--- src/rtl/fifo_burst_framer.sv ---
// Drains a first-word-fall-through FIFO into a valid/ready stream, framing
// bursts of up to BURST_LEN beats with one word held back so last is known early.
module fifo_burst_framer #(
    parameter int DW        = 16,
    parameter int BURST_LEN = 8,
    parameter int TIMEOUT   = 32,
    parameter int CW        = $clog2(BURST_LEN + 1)
) (
    input  logic          clk,
    input  logic          rst_n,
    input  logic [DW-1:0] fifo_dout,
    input  logic          fifo_empty,
    output logic          fifo_rden,
    input  logic          flush,
    output logic [DW-1:0] m_data,
    output logic          m_valid,
    output logic          m_last,
    input  logic          m_ready,
    output logic [CW-1:0] beat_cnt,
    output logic          busy
);

    localparam int IW = (TIMEOUT > 1) ? $clog2(TIMEOUT) : 1;
    localparam logic [CW-1:0] BEAT_MAX = CW'(BURST_LEN - 1);
    localparam logic [IW-1:0] IDLE_MAX = IW'(TIMEOUT - 1);

    logic          hold_vld_q, hold_vld_d;
    logic [DW-1:0] hold_data_q, hold_data_d;
    logic          m_valid_q, m_valid_d;
    logic          m_last_q, m_last_d;
    logic [DW-1:0] m_data_q, m_data_d;
    logic [CW-1:0] beat_cnt_q, beat_cnt_d;
    logic [IW-1:0] idle_cnt_q, idle_cnt_d;
    logic          flush_pend_q, flush_pend_d;

    logic adv, close, issue, pop;

    assign adv   = ~m_valid_q | m_ready;
    assign close = (beat_cnt_q == BEAT_MAX) | flush | flush_pend_q
                 | ((idle_cnt_q == IDLE_MAX) & fifo_empty);
    // A held word only leaves when its last flag is settled: either a successor
    // is visible in the FIFO or the burst is being closed.
    assign issue = hold_vld_q & adv & (~fifo_empty | close);
    assign pop   = rst_n & ~fifo_empty & (~hold_vld_q | issue);

    always_comb begin
        hold_vld_d   = hold_vld_q;
        hold_data_d  = hold_data_q;
        m_valid_d    = m_valid_q;
        m_last_d     = m_last_q;
        m_data_d     = m_data_q;
        beat_cnt_d   = beat_cnt_q;
        idle_cnt_d   = idle_cnt_q;
        flush_pend_d = flush_pend_q;

        if (issue) begin
            m_data_d   = hold_data_q;
            m_valid_d  = 1'b1;
            m_last_d   = close;
            hold_vld_d = 1'b0;
            beat_cnt_d = close ? '0 : beat_cnt_q + CW'(1);
        end else if (m_valid_q & m_ready) begin
            m_valid_d = 1'b0;
        end

        if (pop) begin
            hold_data_d = fifo_dout;
            hold_vld_d  = 1'b1;
        end

        if (pop | issue | ~hold_vld_q)
            idle_cnt_d = '0;
        else if (fifo_empty && idle_cnt_q != IDLE_MAX)
            idle_cnt_d = idle_cnt_q + IW'(1);

        if (issue & close)
            flush_pend_d = 1'b0;
        else if (flush)
            flush_pend_d = 1'b1;
    end

    always_ff @(posedge clk or negedge rst_n) begin
        if (!rst_n) begin
            hold_vld_q   <= 1'b0;
            hold_data_q  <= '0;
            m_valid_q    <= 1'b0;
            m_last_q     <= 1'b0;
            m_data_q     <= '0;
            beat_cnt_q   <= '0;
            idle_cnt_q   <= '0;
            flush_pend_q <= 1'b0;
        end else begin
            hold_vld_q   <= hold_vld_d;
            hold_data_q  <= hold_data_d;
            m_valid_q    <= m_valid_d;
            m_last_q     <= m_last_d;
            m_data_q     <= m_data_d;
            beat_cnt_q   <= beat_cnt_d;
            idle_cnt_q   <= idle_cnt_d;
            flush_pend_q <= flush_pend_d;
        end
    end

    assign fifo_rden = pop;
    assign m_data    = m_data_q;
    assign m_valid   = m_valid_q;
    assign m_last    = m_last_q;
    assign beat_cnt  = beat_cnt_q;
    assign busy      = hold_vld_q | m_valid_q;

endmodule

--- config.mk ---
export PLATFORM = sky130hd
export DESIGN_NAME = fifo_burst_framer
export DESIGN_NICKNAME = d
export VERILOG_FILES = /design/src/rtl/fifo_burst_framer.sv
export SDC_FILE = /design/constraint.sdc
export NUM_CORES = 1
export LEC_CHECK = 0
export BUFFER_PORTS_ARGS = -buffer_cell sky130_fd_sc_hd__buf_2
export CAP_MARGIN = 40
export CORE_ASPECT_RATIO = 1.4
export CORE_MARGIN = 2
export CORE_UTILIZATION = 52
export CTS_CLUSTER_DIAMETER = 100
export DETAILED_ROUTE_END_ITERATION = 8
export PLACE_DENSITY_LB_ADDON = 0.25
export SLEW_MARGIN = 10
export SYNTH_ARGS = -nofsm -noshare
export SYNTH_HDL_FRONTEND = slang
export SYNTH_SLANG_ARGS = --single-unit
--- constraint.sdc ---
create_clock -name clk -period 2.8 [get_ports clk]
set_input_delay 0.14 -clock clk [delete_from_list [all_inputs] [get_ports clk]]
set_output_delay 0.14 -clock clk [all_outputs]
set_load 0.1 [all_outputs]
==> flow_summary_export.csv <==
group,metric,value,unit
placed_design,place_hpwl,2620,um
synth,synthFlopType,"dfrtp_1",
placed_design,dpl_cell_area,2150,um2
detailed_routing,dr.first_iter.drc_count,29,
worst_setup_path,reg2reg_depth,7,
synth,syn_area,1890,um2
sta,finalSetupTns,0,ps
grt,use_met1,22.5,%
sta,fmax,421,MHz
run_status,status,"finished clean",
cts,cts.sinks,45,
die,start_util,55.0,%
die,fp.dieArea,4150,um2
grt,grt-busiest-layer,"met2",
grt,antenna_found_initial,0,
synth,syn_nets,164,
finish,layout.nets,214,
synth,synth_top_cell_area_share,59.5,%
cts,clk_latency,290,ps
detailed_routing,routed_wl,3550,um
cts,path_clk_slew,80,ps
synth,ys_warn_count,0,
die,pin_count,45,
synth,yosysMostFrequentCell,"dfrtp_1",
grt,grt_pass1_vias,1313,
die,core,3440,um2
sta,slew_violations,0,
sta,finalClockSkew,2.43,ps
cts,cts_tree,"yes",
synth,synth_edf_count,0,
cts,hold_buffers,1,
detailed_routing,drt.antenna.violating_nets,0,
sta,fin_crit_sh,84.8,%
sta,rsz0062_at_grt,"no",
synth,postSynthCellCount,140,
cts,numCtsBuffers,5,
die,die_x,55.0,um
finish,diodes,0,
grt,grt.total_usage,20.1,%
sta,hold_viol_final,0,
grt,met3_usage,6.67,%
synth,yosysSeqAreaShare,59.5,%
synth,async_flop_share,100,%
sta,worstMarginPinSlew,679,ps
detailed_routing,via_per_inst,5.56,
finish,final_area,2250,um2
synth,yosysUniqueCellTypes,28,
worst_setup_path,startpoint_type,"flop",
die,die_y,75.4,um
worst_setup_path,critPathRequiredTime,2980,ps
worst_hold_path,min_path_cells,2,
finish,synthToLayoutAreaGrowth,18.6,%
grt,grt_pass1_wl,5860,um
sta,finalSetupViolCount,0,
synth,synth_area_leaders,"dfrtp_1 (59%), mux2_2 (20%), ha_1 (2.0%), nand4_1 (1.7%), o21ai_0 (1.6%)",
worst_setup_path,endpoint_kind,"flop",
finish,drive_gt1_share,47.1,%
die,row_count,25,
grt,grt_max_degree,46,
worst_setup_path,critPathArrivalTime,2550,ps
cts,cts_setup_buffers,0,
synth,ys_ff_latch,45,
cts,ctsResizeCount,0,
cts,clockBufferDepth,2,
placed_design,numPortBuffers,44,
synth,synth.largest_area_cell,"dfrtp_1",
cts,htreeDepth,2,
cts,cts_root_buffer,"clkbuf_8",
sta,slew_headroom,54.7,%
synth,synthTopCellsByCount,"dfrtp_1 (45), mux2_2 (33), nand2_1 (8)",
worst_hold_path,hp-class,"in -> reg",
run,max_cap_violations,0,
finish,fillCellCount,283,
detailed_routing,num_vias,1284,
detailed_routing,route.detailed.drc,0,
placed_design,gp_congestion,0.807,
grt,grtUsageMet2,34.4,%
worst_setup_path,critical_path_class,"reg -> reg",
worst_setup_path,crit_fanout,19,
synth,syn_area_per_cell,13.5,um2
sta,min_period,2370,ps
detailed_routing,dr.pass1.iters,4,
detailed_routing,avgRoutedWirePerCell,15.4,um
worst_setup_path,ff2ff_setup_slack,430,ps
grt,grt_overflow,0,
-- state kept, by name (all words and copies together), names as in the netlist --
register	cells
beat_cnt	4
flush_pend_q	1
hold_data_q	16
hold_vld_q	1
idle_cnt_q	5
m_data	16
m_last	1
m_valid	1
-- critical path, cell delays in order, from the launching register on --
cell	delay (ps)
dfrtp_1	410
ha_1	230
and3_1	190
ha_1	220
nand2b_1	240
o311ai_4	290
buf_4	300
mux2_2	370
-- per-stage QoR --
| stage | cells | setup slack [ps] | hold WS [ps] | utilization (%) |
|---|---|---|---|---|
| 2_1_floorplan | 140 | 266 | -156 | - |
| 3_3_place_gp | 222 | 555 | 254 | 62.5 |
| 3_5_place_dp | 222 | 442 | 273 | 62.5 |
| 4_1_cts | 231 | 420 | 64.6 | 65.3 |
| 5_1_grt | 231 | 321 | 66.3 | 65.3 |
| 6_report | 231 | 425 | 74.0 | 65.3 |
-- worst paths after layout --
path                                 from             end
max                         idle_cnt_q[0]       m_data[4]
min                          fifo_dout[9]  hold_data_q[9]
max reg2reg                 idle_cnt_q[0]       m_data[4]
min reg2reg                hold_data_q[2]  hold_data_q[2]
max in group asynchronous           rst_n      m_data[15]
min in group asynchronous           rst_n     beat_cnt[2]
-- layout by cell type, fill, tap and decap left out --
cell,instances
a21oi_1,1
nor3_1,3
o31ai_1,1
a21o_1,2
dfrtp_1,45
nor2b_1,2
buf_4,2
xor2_1,2
inv_1,2
or2_2,2
and3_1,1
clkinvlp_4,1
ha_1,3
dlygate4sd3_1,1
nand2_1,8
nand4_1,5
or4b_2,1
nand3b_1,1
and2_1,1
a41oi_1,1
clkbuf_1,2
buf_2,44
a22o_1,1
o21ai_0,6
nor2_1,7
clkbuf_8,5
a211o_1,1
nand2b_1,3
nand3_1,2
mux2_2,33
o311ai_4,1
and3b_2,1
-- kinds of logic (layout without fill, tap and decap cells) --
kind of cell             count (synthesis)  count (layout)  share of synthesized area (%)
AO/OA/AOI/OAI                           14              14                           5.82
buffers and inverters                    6              57                           1.78
adder cells (fa/ha/maj)                  3               3                           1.98
AND/OR/NAND/NOR                         37              37                           10.4
XOR/XNOR                                 2               2                          0.925
multiplexers                            33              33                           19.6
flip-flops                              45              45                           59.5
-- cell type report --
type	instances	area [um2]	area share (%)
flip-flops and latches	45	1130	50.1
multi-input cells	89	733	32.6
repair buffers	47	245	10.9
clock buffers	7	76.3	3.40
well taps	40	50.0	2.23
clock inverters	1	7.51	0.334
inverters	2	7.51	0.334
-- layer usage --
layer,wire length [um],part of all wire [%],vias to the layer above
li1,-,-,599
met1,1350,38,634
met2,1930,54,44
met3,210,5.9,7
met4,59,1.7,0
met5,0,0,-
Power is left out: the tool's default activity adds up to more than one toggle a clock period on the data nets, which glitch-free logic cannot reach.
